File: src/rtl/cpu_pkg.sv
// Shared decode-stage types: opcode map, micro-op structs and the combinational
// instruction decoder plus the hazard predicate used by cpu_decode.
package cpu_pkg;

    typedef enum logic [3:0] {
        NOP     = 4'h0,
        ADD     = 4'h1,
        SUB     = 4'h2,
        AND     = 4'h3,
        OR      = 4'h4,
        XOR     = 4'h5,
        ADDI    = 4'h6,
        LDI     = 4'h7,
        LD      = 4'h8,
        ST      = 4'h9,
        JMP     = 4'hA,
        ILLEGAL = 4'hB
    } op_t;

    localparam int OPC_HI = 15;
    localparam int OPC_LO = 12;
    localparam int RD_HI  = 11;
    localparam int RD_LO  = 8;
    localparam int RS_HI  = 7;
    localparam int RS_LO  = 4;
    localparam int IMM_HI = 3;
    localparam int IMM_LO = 0;

    localparam logic [3:0] OPC_NOP  = 4'h0;
    localparam logic [3:0] OPC_ADD  = 4'h1;
    localparam logic [3:0] OPC_SUB  = 4'h2;
    localparam logic [3:0] OPC_AND  = 4'h3;
    localparam logic [3:0] OPC_OR   = 4'h4;
    localparam logic [3:0] OPC_XOR  = 4'h5;
    localparam logic [3:0] OPC_ADDI = 4'h6;
    localparam logic [3:0] OPC_LDI  = 4'h7;
    localparam logic [3:0] OPC_LD   = 4'h8;
    localparam logic [3:0] OPC_ST   = 4'h9;
    localparam logic [3:0] OPC_JMP  = 4'hA;

    // rd_rd / rd_rs: the op reads the register named in that field.
    typedef struct packed {
        op_t         op;
        logic [3:0]  rd;
        logic [3:0]  rs;
        logic [15:0] imm;
        logic        we;
        logic        rd_rd;
        logic        rd_rs;
    } uop_t;

    typedef struct packed {
        op_t         op;
        logic [3:0]  rd;
        logic [3:0]  rs;
        logic [15:0] imm;
        logic        we;
    } ex_t;

    localparam ex_t EX_RESET = '{op: NOP, rd: 4'h0, rs: 4'h0, imm: 16'h0, we: 1'b0};

    function automatic uop_t decode(input logic [15:0] ins, input logic [15:0] ext);
        uop_t        u;
        logic [15:0] sext;
        sext    = {{12{ins[IMM_HI]}}, ins[IMM_HI:IMM_LO]};
        u.op    = ILLEGAL;
        u.rd    = ins[RD_HI:RD_LO];
        u.rs    = ins[RS_HI:RS_LO];
        u.imm   = 16'h0;
        u.we    = 1'b0;
        u.rd_rd = 1'b0;
        u.rd_rs = 1'b0;
        case (ins[OPC_HI:OPC_LO])
            OPC_NOP: u.op = NOP;
            OPC_ADD, OPC_SUB, OPC_AND, OPC_OR, OPC_XOR: begin
                u.op    = op_t'(ins[OPC_HI:OPC_LO]);
                u.we    = 1'b1;
                u.rd_rd = 1'b1;
                u.rd_rs = 1'b1;
            end
            OPC_ADDI: begin
                u.op    = ADDI;
                u.we    = 1'b1;
                u.rd_rd = 1'b1;
                u.imm   = sext;
            end
            OPC_LDI: begin
                u.op  = LDI;
                u.we  = 1'b1;
                u.imm = ext;
            end
            OPC_LD: begin
                u.op    = LD;
                u.we    = 1'b1;
                u.rd_rs = 1'b1;
                u.imm   = sext;
            end
            OPC_ST: begin
                u.op    = ST;
                u.rd_rd = 1'b1;
                u.rd_rs = 1'b1;
                u.imm   = sext;
            end
            OPC_JMP: begin
                u.op  = JMP;
                u.imm = ext;
            end
            default: u.op = ILLEGAL;
        endcase
        if (u.rd == 4'd0) u.we = 1'b0;
        return u;
    endfunction

    function automatic logic stalls(input uop_t u, input logic [15:0] busy);
        return (u.rd_rd && busy[u.rd]) || (u.rd_rs && busy[u.rs]) || (u.we && busy[u.rd]);
    endfunction

    function automatic ex_t to_ex(input uop_t u);
        ex_t e;
        e.op  = u.op;
        e.rd  = u.rd;
        e.rs  = u.rs;
        e.imm = u.imm;
        e.we  = u.we;
        return e;
    endfunction

endpackage

File: src/rtl/cpu_decode_fifo.sv
// Synchronous FIFO with occupancy count and flush. A push that finds no room is
// refused and reported on drop_o; a same-cycle pop makes room even when full.
module cpu_decode_fifo #(
    parameter int DEPTH = 4,
    parameter int WIDTH = 32
) (
    input  logic                   clk_i,
    input  logic                   rst_i,
    input  logic                   flush_i,
    input  logic                   push_i,
    input  logic                   pop_i,
    input  logic [WIDTH-1:0]       wdata_i,
    output logic [WIDTH-1:0]       rdata_o,
    output logic [$clog2(DEPTH):0] count_o,
    output logic                   empty_o,
    output logic                   drop_o
);
    localparam int AW = $clog2(DEPTH);
    localparam int CW = AW + 1;

    logic [WIDTH-1:0] mem_q [DEPTH];
    logic [AW-1:0]    wr_ptr_q, rd_ptr_q;
    logic [CW-1:0]    count_q, count_d;
    logic             full, do_push, do_pop;

    assign full    = (count_q == CW'(DEPTH));
    assign empty_o = (count_q == '0);
    assign do_pop  = pop_i && !empty_o && !flush_i;
    assign do_push = push_i && !flush_i && (!full || do_pop);
    assign drop_o  = push_i && !flush_i && !do_push;
    assign count_d = count_q + CW'(do_push) - CW'(do_pop);
    assign rdata_o = mem_q[rd_ptr_q];
    assign count_o = count_q;

    // NOTE: sequential state uses non-blocking assignments only.
    always_ff @(posedge clk_i or posedge rst_i) begin
        if (rst_i) begin
            wr_ptr_q <= '0;
            rd_ptr_q <= '0;
            count_q  <= '0;
        end else if (flush_i) begin
            wr_ptr_q <= '0;
            rd_ptr_q <= '0;
            count_q  <= '0;
        end else begin
            if (do_push) wr_ptr_q <= wr_ptr_q + AW'(1);
            if (do_pop)  rd_ptr_q <= rd_ptr_q + AW'(1);
            count_q <= count_d;
        end
    end

    // NOTE: storage is not reset; validity is carried by count/pointers alone.
    always_ff @(posedge clk_i) begin
        if (do_push) mem_q[wr_ptr_q] <= wdata_i;
    end

endmodule

File: src/rtl/cpu_decode.sv
// Decode stage: buffers fetch beats, decodes the head, holds it while a register
// hazard is pending on the busy scoreboard, and issues to execute over valid/ready.
module cpu_decode
    import cpu_pkg::*;
#(
    parameter int FIFO_DEPTH  = 4,
    parameter int FULL_MARGIN = 1
) (
    input  logic        cpu_clk,
    input  logic        cpu_rst,
    input  logic [15:0] ins,
    input  logic [15:0] ext,
    input  logic        ins_en,
    output logic        dec_full,
    input  logic        flush,
    output logic        ex_valid,
    input  logic        ex_ready,
    output logic [3:0]  ex_op,
    output logic [3:0]  ex_rd,
    output logic [3:0]  ex_rs,
    output logic [15:0] ex_imm,
    output logic        ex_we,
    input  logic        wb_en,
    input  logic [3:0]  wb_rd,
    output logic        ovf
);
    localparam int CW = $clog2(FIFO_DEPTH) + 1;

    logic [31:0]   head;
    logic [CW-1:0] count;
    logic          empty, drop, fire, load;
    uop_t          head_uop;
    ex_t           out_q, out_d;
    logic          valid_q, valid_d;
    logic [15:0]   sb_q, sb_d, busy;
    logic          ovf_q;

    cpu_decode_fifo #(
        .DEPTH(FIFO_DEPTH),
        .WIDTH(32)
    ) u_fifo (
        .clk_i  (cpu_clk),
        .rst_i  (cpu_rst),
        .flush_i(flush),
        .push_i (ins_en),
        .pop_i  (load),
        .wdata_i({ins, ext}),
        .rdata_o(head),
        .count_o(count),
        .empty_o(empty),
        .drop_o (drop)
    );

    assign head_uop = decode(head[31:16], head[15:0]);
    assign fire     = valid_q && ex_ready;
    // The op leaving this cycle is not yet in sb_q but must already block its readers.
    assign busy     = sb_q | ((fire && out_q.we) ? (16'h1 << out_q.rd) : 16'h0);
    assign load     = (!valid_q || fire) && !empty && !flush && !stalls(head_uop, busy);

    always_comb begin
        // NOTE: every next-state variable gets a default first, so no latch is inferred.
        out_d   = out_q;
        valid_d = valid_q;
        sb_d    = sb_q;
        if (flush) begin
            valid_d = 1'b0;
        end else if (load) begin
            out_d   = to_ex(head_uop);
            valid_d = 1'b1;
        end else if (fire) begin
            valid_d = 1'b0;
        end
        if (wb_en)             sb_d[wb_rd]    = 1'b0;
        if (fire && out_q.we)  sb_d[out_q.rd] = 1'b1;
    end

    always_ff @(posedge cpu_clk or posedge cpu_rst) begin
        if (cpu_rst) begin
            out_q   <= EX_RESET;
            valid_q <= 1'b0;
            sb_q    <= '0;
            ovf_q   <= 1'b0;
        end else begin
            out_q   <= out_d;
            valid_q <= valid_d;
            sb_q    <= sb_d;
            if (drop) ovf_q <= 1'b1;
        end
    end

    assign dec_full = (CW'(FIFO_DEPTH) - count) <= CW'(FULL_MARGIN);
    assign ex_valid = valid_q;
    assign ex_op    = out_q.op;
    assign ex_rd    = out_q.rd;
    assign ex_rs    = out_q.rs;
    assign ex_imm   = out_q.imm;
    assign ex_we    = out_q.we;
    assign ovf      = ovf_q;

endmodule

File: config.mk
export PLATFORM = sky130hd
export DESIGN_NAME = cpu_decode
export DESIGN_NICKNAME = d
export VERILOG_FILES = /design/src/rtl/cpu_pkg.sv /design/src/rtl/cpu_decode_fifo.sv /design/src/rtl/cpu_decode.sv
export SDC_FILE = /design/constraint.sdc
export NUM_CORES = 1
export LEC_CHECK = 0
export CAP_MARGIN = 5
export CORE_ASPECT_RATIO = 0.9
export CORE_MARGIN = 8
export CORE_UTILIZATION = 55
export CTS_BUF_LIST = sky130_fd_sc_hd__clkbuf_16
export CTS_CLUSTER_SIZE = 25
export DETAILED_ROUTE_END_ITERATION = 8
export GPL_TIMING_DRIVEN = 0
export HOLD_SLACK_MARGIN = 0.15
export PLACE_DENSITY = 0.86
export REMOVE_ABC_BUFFERS = 1
export SLEW_MARGIN = 10
export SYNTH_ARGS = -nofsm -noshare
export SYNTH_HDL_FRONTEND = slang
export SYNTH_SLANG_ARGS = --single-unit
File: constraint.sdc
create_clock -name cpu_clk -period 6.3 [get_ports cpu_clk]
set_input_delay 1.26 -clock cpu_clk [delete_from_list [all_inputs] [get_ports cpu_clk]]
set_output_delay 1.26 -clock cpu_clk [all_outputs]
set_load 0.01 [all_outputs]
[Word-level counts from Yosys, hierarchy flattened]
Memory sizes are Yosys's and may differ from the RTL's.
Cells that the tools add are included.
W data, S select, Z words.
Storage, ports and cells
  register bits: 54
  latch bits: 0
  RAM bits: 128
  memory bits (read-only): 0
  input port bits: 42
  output and inout bits: 32
  logic and storage cells: 106
  memories kept: 1
Operators by class
  $add $sub $neg: 5
  $mul: 0
  divide/modulo/power cells: 0
  $lt $le $gt $ge: 7
  equality and inequality tests: 11
  shift-type cells: 1
  multiplexer cells: 27
  bitwise operators: 5
  reductions and logical operators: 38
Memories
  u_fifo.mem_q: depth 4, bits a word 32, rd ports 1, clocked after Yosys merged registers in 0, wr ports 1, line cpu_decode_fifo.sv:21  | logic [WIDTH-1:0] mem_q [DEPTH];
Operator list (count)
  $mux W16: 3
  $or A16 B16 Y16: 2
  $pmux W16 S2: 1
  $pmux W4 S7: 1
  $lt A4 B5 Y1 const B: 4
  $and A16 B16 Y16: 1
  $eq A4 B3 Y1 const B: 4
  $not A16 Y16: 1
  $shl A1 B4 Y16 const A: 1
  $logic_and A1 B1 Y1: 15
  $reduce_or A7 Y1: 2
  $mux W1: 13
  $eq A4 B4 Y1 const B: 3
  $bmux W1 S4: 2
  $demux W1 S4: 2
  $eq A4 B2 Y1 const B: 2
  $ge A4 B1 Y1 const B: 2
  $logic_not A4 Y1: 2
  $mux W2: 4
  $reduce_or A8 Y1: 1
  $logic_not A1 Y1: 6
  $reduce_or A5 Y1: 1
  $add A2 B1 Y2 const B: 2
  $eq A4 B1 Y1 const B: 1
  14 further kinds: 18

[Logic depth before layout (Yosys ltp)]
Gate-level depths: netlist of run 1.
  depth after elaboration: 18
  gate-level depth with buffers: 20
  gate-level depth less buffers: 15

[Hierarchy]
Synthesis of run 1 repeated with hierarchy kept, for this count alone.
Unflattened totals
  cells, all modules: 523
  area, all modules: 8167.8 sq um
By module, submodules not included
  cpu_decode_fifo: times used 1, cells each 215, area an instance 5247.5 sq um, sequential area each 4018.9 sq um
  cpu_decode: times used 1, cells each 308, area an instance 2920.3 sq um, sequential area each 1176.1 sq um

[Worst setup path before layout of run 1]
No wires, ideal clock.
  kind: input to register
  start point: in ex_ready
  end point: mem u_fifo.mem_q[0][0], enable pin
  setup time: 470 ps
  arrival: 5058 ps
  required time: 5830 ps
  setup slack: 772 ps
  cell stages on the path: 10
  buffers on the path: 2
  cells stage by stage: and4b_1 > a311oi_1 > a21oi_1 > a21oi_1 > nand3_1 > a31oi_2 > nand2_2 > buf_6 > buf_6 > a211oi_1
On the way
  word-level cells in the longest chain between the ends: 17
  elaborated cells on any way between the ends: 24
  those cells by class: mux (7); bitwise (1); reduce/logical (16)
Ends and longest elaborated chain
  start: declaration: line cpu_decode.sv:17  | input logic ex_ready,
  $logic_and A1 B1 Y1 (*): line cpu_decode.sv:55  | assign fire = valid_q && ex_ready;
  $logic_and A1 B1 Y1: line cpu_decode.sv:57  | assign busy = sb_q | ((fire && out_q.we) ? (16'h1 << out_q.rd) : 16'h0);
  $mux W16: line cpu_decode.sv:57
  $or A16 B16 Y16: line cpu_decode.sv:57
  $bmux W1 S4: line cpu_pkg.sv:115  | return (u.rd_rd && busy[u.rd]) || (u.rd_rs && busy[u.rs]) || (u.we && busy[u.rd]);
  $mux W1 (implied by the code): line cpu_pkg.sv:115
  $logic_and A1 B1 Y1: line cpu_pkg.sv:115
  $logic_or A1 B1 Y1 (2 in series): line cpu_pkg.sv:115
  $logic_not A1 Y1: line cpu_decode.sv:58  | assign load = (!valid_q || fire) && !empty && !flush && !stalls(head_uop, busy);
  $logic_and A1 B1 Y1 (*): line cpu_decode.sv:58
  $logic_and A1 B1 Y1 (*) (2 in series): line cpu_decode_fifo.sv:28  | assign do_pop = pop_i && !empty_o && !flush_i;
  $logic_or A1 B1 Y1 (*): line cpu_decode_fifo.sv:29  | assign do_push = push_i && !flush_i && (!full || do_pop);
  $logic_and A1 B1 Y1 (*): line cpu_decode_fifo.sv:29
  $mux W1 (*): line cpu_decode_fifo.sv:54  | if (do_push) mem_q[wr_ptr_q] <= wdata_i;
  $mux W1 (implied by the code) (*): line cpu_decode_fifo.sv:54
  end: declaration: line cpu_decode_fifo.sv:21
Mark *: on every way between the ends. The rest lies on a longest branch, timed or not. The select of a mux whose other input is x is not followed.

[Worst setup path in the final report of run 1]
  start point: reg u_fifo.rd_ptr_q[0]
  end point: mem u_fifo.mem_q[1][10], enable pin
On the way
  word-level cells in the longest chain between the ends: 15
  elaborated cells on any way between the ends: 35
  those cells by class: eq/ne (9); mux (10); reduce/logical (15); memory (1)
Ends and longest elaborated chain
  start: declaration: line cpu_decode_fifo.sv:22  | logic [AW-1:0] wr_ptr_q, rd_ptr_q;
  start signal: assignment: line cpu_decode_fifo.sv:47  | if (do_pop) rd_ptr_q <= rd_ptr_q + AW'(1);
  $mem_v2 Z4 W32 (*)
  $eq A4 B3 Y1, or another cell as far along: line cpu_pkg.sv:73  | case (ins[OPC_HI:OPC_LO])
  $reduce_or A8 Y1 (no source line) / $reduce_or A7 Y1 (equally long branches)
  $mux W1: line cpu_pkg.sv:73
  $mux W1 / $logic_and A1 B1 Y1 (equally long branches): line cpu_pkg.sv:110, cpu_pkg.sv:115
  $logic_and A1 B1 Y1 / $logic_or A1 B1 Y1 (equally long branches): line cpu_pkg.sv:115
  $logic_or A1 B1 Y1 (*): line cpu_pkg.sv:115
  $logic_not A1 Y1 (*): line cpu_decode.sv:58
  $logic_and A1 B1 Y1 (*): line cpu_decode.sv:58
  $logic_and A1 B1 Y1 (*) (2 in series): line cpu_decode_fifo.sv:28
  $logic_or A1 B1 Y1 (*): line cpu_decode_fifo.sv:29
  $logic_and A1 B1 Y1 (*): line cpu_decode_fifo.sv:29
  $mux W1 (*): line cpu_decode_fifo.sv:54
  $mux W1 (implied by the code) (*): line cpu_decode_fifo.sv:54
Marks and branches as above.

==> results of run 1 <==
==> registers in the layout, summed over array words and instances (netlist names) <==
signal           cells
ex_imm              16
ex_op                4
ex_rd                4
ex_rs                4
ex_valid             1
ex_we                1
ovf                  1
sb_q                16
u_fifo.count_o       3
u_fifo.mem_q       128
u_fifo.rd_ptr_q      2
u_fifo.wr_ptr_q      2
==> worst reg2reg max path, cell delays in order (launching register included) <==
cell	delay [ns]
dfrtp_2	0.70
buf_12	0.28
mux4_2	0.76
xnor2_1	0.32
nor3_1	0.10
a211oi_1	0.24
o21ai_0	0.20
a31oi_2	0.24
nand2_2	0.69
a211oi_4	1.04
buf_8	0.25
buf_8	0.17
==> logic make-up (layout without fill, tap and decap cells) <==
| family | count (synthesis) | after routing | synth area share |
|---|---|---|---|
| and+or+nand+nor | 79 | 79 | 0.0544 |
| muxes | 71 | 71 | 0.147 |
| xor gates and xnor gates | 6 | 6 | 0.00658 |
| DFF | 182 | 182 | 0.650 |
| adders and majority gates | 11 | 11 | 0.0182 |
| AOI/OAI and AO/OA | 110 | 110 | 0.0865 |
| buffers and inverters | 64 | 157 | 0.0373 |
==> cells in the mapped netlist, types with 4 or more instances <==
cell type,instances,area share
a211oi_1,6,0.0056
xnor2_1,5,0.0055
mux4_2,31,0.087
ha_1,10,0.016
o21ai_0,54,0.034
buf_2,4,0.0025
nand2_1,11,0.0052
buf_1,4,0.0019
nand2b_1,10,0.0078
a21oi_1,12,0.0075
mux2_4,7,0.013
inv_1,40,0.019
dfrtp_1,54,0.17
nor3_1,8,0.0050
buf_6,7,0.0099
nand3_1,12,0.0075
edfxtp_1,128,0.48
clkbuf_1,8,0.0038
nor2b_1,5,0.0039
mux2i_1,14,0.018
nor2_1,16,0.0075
mux2_2,18,0.025
a31oi_1,4,0.0031
==> worst max-delay path by stage <==
stage,from,to,cells after the start
after floorplan,u_fifo.rd_ptr_q[0],u_fifo.mem_q[1][0],8
after global placement,u_fifo.rd_ptr_q[0],u_fifo.mem_q[1][10],8
after detailed placement,ex_ready,u_fifo.mem_q[0][10],11
after CTS,u_fifo.rd_ptr_q[0],u_fifo.mem_q[0][10],11
after global routing,u_fifo.rd_ptr_q[0],u_fifo.mem_q[1][8],11
final,u_fifo.rd_ptr_q[0],u_fifo.mem_q[1][10],11
==> layout make-up <==
cell class | instances | area share
Sequential cell | 182 | 0.542
Multi-Input combinational cell | 277 | 0.265
Timing Repair Buffer | 84 | 0.0949
Clock buffer | 17 | 0.0443
Tap cell | 193 | 0.0252
Inverter | 41 | 0.0160
Clock inverter | 15 | 0.0134
==> stage by stage <==
stage          cells  TNS [ns]   util  hold slack (ns)  worst slack [ns]
2_1_floorplan    500    -26.37      -            0.470            -0.275
3_3_place_gp     766   -327.40  0.625            0.461             -3.04
3_5_place_dp     777         0  0.641            0.466             0.905
4_1_cts          809         0  0.680            0.489             0.974
5_1_grt          809         0  0.680            0.507             0.641
6_report         809         0  0.680            0.488              1.03
==> power groups by stage <==
stage	Sequential, W	Combinational [W]	Clock (W)
floorplan	0.00167	0.000837	0
global placement	0.00169	0.00125	0
detailed placement	0.00165	0.00139	0
CTS	0.00163	0.00141	0.00101
global route	0.00165	0.00153	0.00106
finish	0.00163	0.00141	0.00100
==> per-layer routing <==
metal	up-vias	track usage	routed length [um]
met2	171	0.325	8800
met3	27	0.0639	1080
li1	2162	-	-
met5	-	0	13
met1	2496	0.253	7410
met4	2	0.0737	309
==> flow_metrics.env, run 1 <==
export IMPL_outcome="complete, no violations"
export IMPL_ys_types=59
export IMPL_rsz0062_at_grt="no"
export IMPL_ys_seq_elements=182
export IMPL_htreeDepth=4
export IMPL_port_buffers=73
export IMPL_power_switching_w=0.00135
export IMPL_rr_worst_depth=11
export IMPL_grt_first_pass_wirelength_mm=28.1
export IMPL_dieArea_mm2=0.0186
export IMPL_final_cell_area_mm2=0.00960
export IMPL_whs_path_depth=1
export IMPL_clkPwrFrac=0.248
export IMPL_io_pins=74
export IMPL_grt_ovfl_total=0
export IMPL_drt_iter0_drc=441
export IMPL_p_int_w=0.00269
export IMPL_regArea_mm2=0.00520
export IMPL_grt_usage=0.202
export IMPL_syn_area_mm2=0.00799
export IMPL_slew_violations=0
export IMPL_cp_required_ns=6.45
export IMPL_clkTransAtPathRegs_ns=0.07
export IMPL_initial_core_util=0.566
export IMPL_cts_sinks=182
export IMPL_clock_latency_ns=0.44
export IMPL_finalCritPeriodShare=0.836
export IMPL_yosys_most_used_dff="edfxtp_1"
export IMPL_postRouteAntennaNets=0
export IMPL_cts_tree="done"
export IMPL_routed_wl_mm=17.6
export IMPL_p_seq_frac=0.403
export IMPL_grt_pass1_vias=5191
export IMPL_fillers=909
export IMPL_cts_setup_buffers=0
export IMPL_coreArea_mm2=0.0141
export IMPL_multiInputGateArea_mm2=0.00254
export IMPL_drc=0
export IMPL_syn2layout_area_growth_pct=20.2
export IMPL_dpl_instance_area_mm2=0.00904
export IMPL_clock_fmax_mhz=190
export IMPL_synth_edf_count=128
export IMPL_maxCapViolCount=0
export IMPL_finalPower_w=0.00404
export IMPL_min_to="ovf"
export IMPL_max_stage_delay_ns=1.03
export IMPL_via_per_inst=6.00
export IMPL_power_frac_comb=0.349
export IMPL_min_delay_start="ovf"
export IMPL_layout_commonest_cell="edfxtp_1"
export IMPL_cp_cell_sequence="buf_12 > mux4_2 > xnor2_1 > nor3_1 > a211oi_1 > o21ai_0 > a31oi_2 > nand2_2 > a211oi_4 > buf_8 > buf_8"
export IMPL_ys_warn_count=0
export IMPL_peakVddDrop_v=0.000307
export IMPL_num_rows=41
export IMPL_routedWlPerCell_um=21.8
export IMPL_numCtsBuffers=17
export IMPL_crit_arrival_ns=5.42
export IMPL_setup_worst_path_end_class="flop"
export IMPL_cts_buffer_depth=2
export IMPL_post_route_min_period_ns=5.27
export IMPL_rr_endpoint="u_fifo.mem_q[1][10]"
export IMPL_path_max_fanout=38
export IMPL_slowest_stage="a211oi_4"
export IMPL_final_hold_violation_count=0
export IMPL_cts_hold_buffers_added=0
export IMPL_cts_root_buf="clkbuf_16"
export IMPL_drtPass1Iterations=5
export IMPL_cp_common_cell="buf_8"
export IMPL_p_per_area_mw_per_mm2=421
export IMPL_critPathKind="reg -> reg"
export IMPL_die_x_um=143
export IMPL_path_buf_inv=3
export IMPL_relSlewSlack=0.225
export IMPL_reg2reg_slack_ns=1.03
export IMPL_crit_family="compound AO/OA/AOI/OAI gates"
export IMPL_die_y_um=130
export IMPL_cts_resized=0
export IMPL_drive_gt1_frac=0.182
export IMPL_vias=4858
export IMPL_tightest_slew_ns=1.16
export IMPL_netlist_instances=523
export IMPL_synth_seq_area_share=0.650
export IMPL_synth_area_per_cell_um2=15.3
export IMPL_synthArstFlopShare=0.297
export IMPL_swShare=0.335
export IMPL_dp_hpwl_mm=11.9
export IMPL_nNetsFinal=656
export IMPL_timing_rr_start="u_fifo.rd_ptr_q[0]"
export IMPL_p_leak_nw=3.48
export IMPL_antenna_found_initial=1
export IMPL_routabilityCongestion=0.864
export IMPL_finalClockSkew_ns=0.0170
export IMPL_hold_path_class="reg -> reg"
export IMPL_n_antenna_cell=0
export IMPL_grt_max_degree=39
export IMPL_start_kind="flop"
export IMPL_layout_common_cells="128 x edfxtp_1, 73 x clkdlybuf4s50_1, 54 x o21ai_0"
export IMPL_setup_viol=0
Note: power is estimated with default switching activity, not from simulation.
==> run 2, diff against run 1 <==
CORE_UTILIZATION = 52   (was 55)
PLACE_DENSITY = 0.85   (was 0.86)
clock period = 4.2 ns   (was 6.3 ns; I/O delays follow)
==> flow_metrics.env, run 2 (synthesis gave the netlist of run 1 again) <==
export IMPL_startpoint="u_fifo.rd_ptr_q[0]"
export IMPL_drc=0
export IMPL_reg2reg_slack_ns=0.09
export IMPL_finalPower_w=0.00637
export IMPL_post_route_min_period_ns=4.11
export IMPL_rr_endpoint="u_fifo.count_o[2]"
export IMPL_path_max_fanout=19
export IMPL_initial_core_util=0.525
export IMPL_dieArea_mm2=0.0196
export IMPL_cts_root_buf="clkbuf_16"
export IMPL_clock_fmax_mhz=243
export IMPL_cp_required_ns=4.49
export IMPL_antenna_found_initial=0
export IMPL_die_x_um=147
export IMPL_hold_path_class="reg -> reg"
export IMPL_nNetsFinal=678
export IMPL_routedWlPerCell_um=21.7
export IMPL_setup_viol=0
export IMPL_htreeDepth=4
export IMPL_coreArea_mm2=0.0152
export IMPL_largest_reg_flops=128
export IMPL_clkTransAtPathRegs_ns=0.06
export IMPL_routabilityCongestion=0.935
export IMPL_tightest_slew_ns=0.930
export IMPL_grt_pass1_vias=5033
export IMPL_fin_util=0.648
export IMPL_routed_wl_mm=18.2
export IMPL_dp_slack_ns=-0.737
export IMPL_postRouteAntennaNets=0
export IMPL_final_cell_count_no_fill=840
export IMPL_finalClockSkew_ns=0.00870
export IMPL_crit_arrival_ns=4.40
export IMPL_cts_buffer_depth=2
export IMPL_p_per_area_mw_per_mm2=645
export IMPL_critPathKind="reg -> reg"
export IMPL_grt_first_pass_wirelength_mm=27.3
export IMPL_p_leak_nw=3.63
export IMPL_power_frac_comb=0.368
export IMPL_grt_max_degree=39
export IMPL_via_per_inst=5.98
export IMPL_dpl_instance_area_mm2=0.00903
export IMPL_p_int_w=0.00426
export IMPL_n_antenna_cell=0
export IMPL_layout_commonest_cell="edfxtp_1"
export IMPL_finalCritPeriodShare=0.978
export IMPL_rr_worst_depth=16
export IMPL_num_rows=43
export IMPL_fin_ws_ns=0.0924
export IMPL_dpl_cell_count=785
export IMPL_p_seq_frac=0.384
export IMPL_largest_register="u_fifo.mem_q"
export IMPL_port_buffers=73
export IMPL_cts_tree="done"
export IMPL_clkPwrFrac=0.248
export IMPL_grt_ovfl_total=0
export IMPL_clock_latency_ns=0.42
export IMPL_io_pins=74
export IMPL_relSlewSlack=0.370
export IMPL_syn2layout_area_growth_pct=23.5
export IMPL_swShare=0.331
export IMPL_peakVddDrop_v=0.000378
export IMPL_drtPass1Iterations=5
export IMPL_slew_violations=0
export IMPL_drive_gt1_frac=0.212
export IMPL_grt_usage=0.180
export IMPL_drt_iter0_drc=625
export IMPL_final_hold_violation_count=0
export IMPL_dp_hpwl_mm=11.4
export IMPL_numCtsBuffers=17
export IMPL_maxCapViolCount=0
export IMPL_vias=5021
export IMPL_timing_rr_start="u_fifo.rd_ptr_q[0]"
export IMPL_power_switching_w=0.00211
export IMPL_cts_sinks=182
export IMPL_endpoint="u_fifo.count_o[2]"
export IMPL_layout_common_cells="128 x edfxtp_1, 73 x clkdlybuf4s50_1, 53 x o21ai_0"
export IMPL_setup_worst_path_end_class="flop"
export IMPL_start_kind="flop"
export IMPL_die_y_um=134
export IMPL_outcome="complete, no violations"
export IMPL_final_cell_area_mm2=0.00987
[run 2: final cells by class]
cell class | instances | area (um^2)
Multi-Input combinational cell | 278 | 2590
Clock inverter | 15 | 163
Fill cell | 996 | 5360
Inverter | 41 | 154
Timing Repair Buffer | 105 | 1080
Sequential cell | 182 | 5200
Tap cell | 202 | 253
Clock buffer | 17 | 425
[run 2: worst max-delay path: stages (launching register included)]
cell and delay, ns:
dfrtp_4 0.53, clkbuf_4 0.26, buf_4 0.13, mux4_2 0.59, nor4_4 0.41, a32oi_1 0.16
o21a_1 0.20, a31oi_4 0.29, nand2_8 0.21, inv_1 0.10, ha_1 0.22, inv_1 0.06
ha_1 0.13, inv_1 0.05, fa_1 0.38, xnor2_1 0.17, nor2_1 0.06
[run 2: power groups by stage]
| stage | registers, W | logic (W) | clock network [W] |
|---|---|---|---|
| detailed placement | 0.00250 | 0.00205 | 0 |
| floorplan | 0.00250 | 0.00126 | 0 |
| global placement | 0.00254 | 0.00187 | 0 |
| global route | 0.00248 | 0.00251 | 0.00167 |
| finish | 0.00245 | 0.00234 | 0.00158 |
| CTS | 0.00247 | 0.00209 | 0.00160 |
[run 2: how the worst min path moves through the flow]
stage                       start       to  slack [ns]  cells past startpoint
after floorplan           sb_q[3]  sb_q[3]        0.47                      2
after global placement        ovf      ovf        0.48                      1
after detailed placement      ovf      ovf        0.47                      1
after CTS                     ovf      ovf        0.48                      1
after global routing          ovf      ovf        0.50                      1
final                         ovf      ovf        0.47                      1
[run 2: stage by stage]
step / hold slack (ns) / TNS (ns)
finish: 0.475 / 0
global route: 0.501 / -0.0167
CTS: 0.482 / -0.0168
detailed placement: 0.468 / -57.90
global placement: 0.476 / -618.10
floorplan: 0.470 / -270.10
[run 2: timing repair]
item / CTS / global route
cloned: 0 / 1
endpoints found under the setup margin: 131 / 65
resized for setup: 4 / 6
hold buffers: 0 / 0
pin swaps: 4 / 2
buffers inserted: 3 / 19
[run 2: metal layers]
metal	wire [um]	up-vias	GRT usage	part of all wire
met5	0	-	0	0
met4	488	0	0.0835	0.027
met3	1170	44	0.0383	0.064
met2	9320	238	0.299	0.51
met1	7230	2527	0.221	0.40
li1	-	2212	-	-
==> run 3, diff against run 2 <==
CORE_MARGIN = 1.5   (was 8)
==> flow_metrics.env, run 3 (synthesis gave the netlist of run 1 again) <==
export IMPL_p_leak_nw=3.58
export IMPL_path_max_fanout=14
export IMPL_grt_max_degree=39
export IMPL_setup_tns_final_ns=0
export IMPL_grt_ovfl_total=0
export IMPL_postRouteAntennaNets=0
export IMPL_cts_root_buf="clkbuf_16"
export IMPL_largest_register="u_fifo.mem_q"
export IMPL_regArea_mm2=0.00520
export IMPL_multiInputGateArea_mm2=0.00258
export IMPL_clock_fmax_mhz=253
export IMPL_num_rows=42
export IMPL_cts_tree="done"
export IMPL_start_kind="flop"
export IMPL_relSlewSlack=0.359
export IMPL_clock_latency_ns=0.43
export IMPL_routedWlPerCell_um=21.6
export IMPL_fin_util=0.661
export IMPL_critPathKind="reg -> reg"
export IMPL_peakVddDrop_v=0.000472
export IMPL_htreeDepth=4
export IMPL_crit_arrival_ns=4.09
export IMPL_fin_worst_hold_slack_ns=0.478
export IMPL_layout_commonest_cell="edfxtp_1"
export IMPL_slew_violations=0
export IMPL_setup_viol=0
export IMPL_antenna_found_initial=0
export IMPL_grt_usage=0.239
export IMPL_nNetsFinal=668
export IMPL_maxCapViolCount=0
export IMPL_min_delay_start="ovf"
export IMPL_io_pins=74
export IMPL_tightest_slew_ns=0.947
export IMPL_drtPass1Iterations=7
export IMPL_n_antenna_cell=0
export IMPL_drt_iter0_drc=494
export IMPL_finalClockSkew_ns=0.0104
export IMPL_grt_pass1_vias=5165
export IMPL_dp_hpwl_mm=11.4
export IMPL_layout_common_cells="128 x edfxtp_1, 73 x clkdlybuf4s50_1, 53 x o21ai_0"
export IMPL_dieArea_mm2=0.0161
export IMPL_slowest_stage="mux4_2"
export IMPL_die_y_um=121
export IMPL_vias=4949
export IMPL_die_x_um=134
export IMPL_via_per_inst=5.99
export IMPL_grt_first_pass_wirelength_mm=28.6
export IMPL_rsz0062_at_grt="no"
export IMPL_p_per_area_mw_per_mm2=648
export IMPL_syn2layout_area_growth_pct=23.0
export IMPL_cts_buffer_depth=2
export IMPL_post_route_min_period_ns=3.96
export IMPL_startpoint="u_fifo.rd_ptr_q[0]"
export IMPL_cp_cell_sequence="buf_12 > mux4_2 > mux2i_1 > mux2i_1 > a211oi_1 > o21ai_1 > a31oi_4 > nand2_8 > buf_4 > a211oi_4 > buf_8 > buf_8"
export IMPL_fillers=971
export IMPL_routed_wl_mm=17.8
export IMPL_largest_reg_flops=128
export IMPL_routabilityCongestion=0.871
export IMPL_coreArea_mm2=0.0149
export IMPL_cp_required_ns=4.33
export IMPL_timing_rr_start="u_fifo.rd_ptr_q[0]"
export IMPL_path_buf_inv=4
export IMPL_clkTransAtPathRegs_ns=0.07
export IMPL_max_stage_delay_ns=0.71
export IMPL_port_buffers=73
export IMPL_final_hold_violation_count=0
export IMPL_crit_family="compound AO/OA/AOI/OAI gates"
export IMPL_drc=0
export IMPL_outcome="complete, no violations"
export IMPL_finalCritPeriodShare=0.942
export IMPL_initial_core_util=0.537
export IMPL_numCtsBuffers=17
export IMPL_cts_sinks=182
export IMPL_drive_gt1_frac=0.197
export IMPL_setup_worst_path_end_class="flop"
export IMPL_hold_path_class="reg -> reg"
[run 3: final cells by class]
type	count	share of cell area
sequential	182	0.530
timing repair buffer	95	0.106
clock inverter	15	0.0180
multi-input combinational	278	0.263
inverter	41	0.0157
clock buffer	17	0.0433
tap	198	0.0252
[run 3: repair_timing]
item,4_1_cts,5_1_grt
setup endpoints to repair,155,42
gates resized for setup,4,3
setup buffers,6,5
cloned,0,1
hold buffers,0,0
pin swaps,1,1
[run 3: per-stage QoR]
step	area [um^2]	total power, W	setup WS (ns)	cells
finish	9820	0.00637	0.244	826
global route	9820	0.00668	0.0530	826
CTS	9760	0.00627	0.0689	820
detailed placement	9070	0.00457	-0.889	782
global placement	8820	0.00439	-5.05	771
floorplan	7840	0.00376	-2.37	500
[run 3: routing by layer]
metal  share of wire  routed length (um)  GRT usage  vias up
li1                -                   -          -     2189
met1            0.43                7750      0.336     2517
met2            0.48                8560      0.379      210
met3           0.069                1240     0.0646       33
met4           0.016                 279     0.0510        0
met5               0                   0          0        -
[run 3: where the power goes]
part | switching (W) | leakage [nW] | total [W] | internal [W]
logic | 0.00124 | 1.42 | 0.00233 | 0.00109
clock network | 0.000680 | 0.298 | 0.00162 | 0.000941
registers | 0.000204 | 1.87 | 0.00242 | 0.00221
[run 3: worst paths after layout]
path / to / slack, ns / cells past startpoint
max: u_fifo.mem_q[0][15] / 0.24 / 12
min: ovf / 0.48 / 1
max reg2reg: u_fifo.mem_q[0][15] / 0.24 / 12
min reg2reg: ovf / 0.48 / 1
max in group asynchronous: u_fifo.rd_ptr_q[0] / 2.75 / 3
min in group asynchronous: u_fifo.count_o[1] / 0.84 / 2
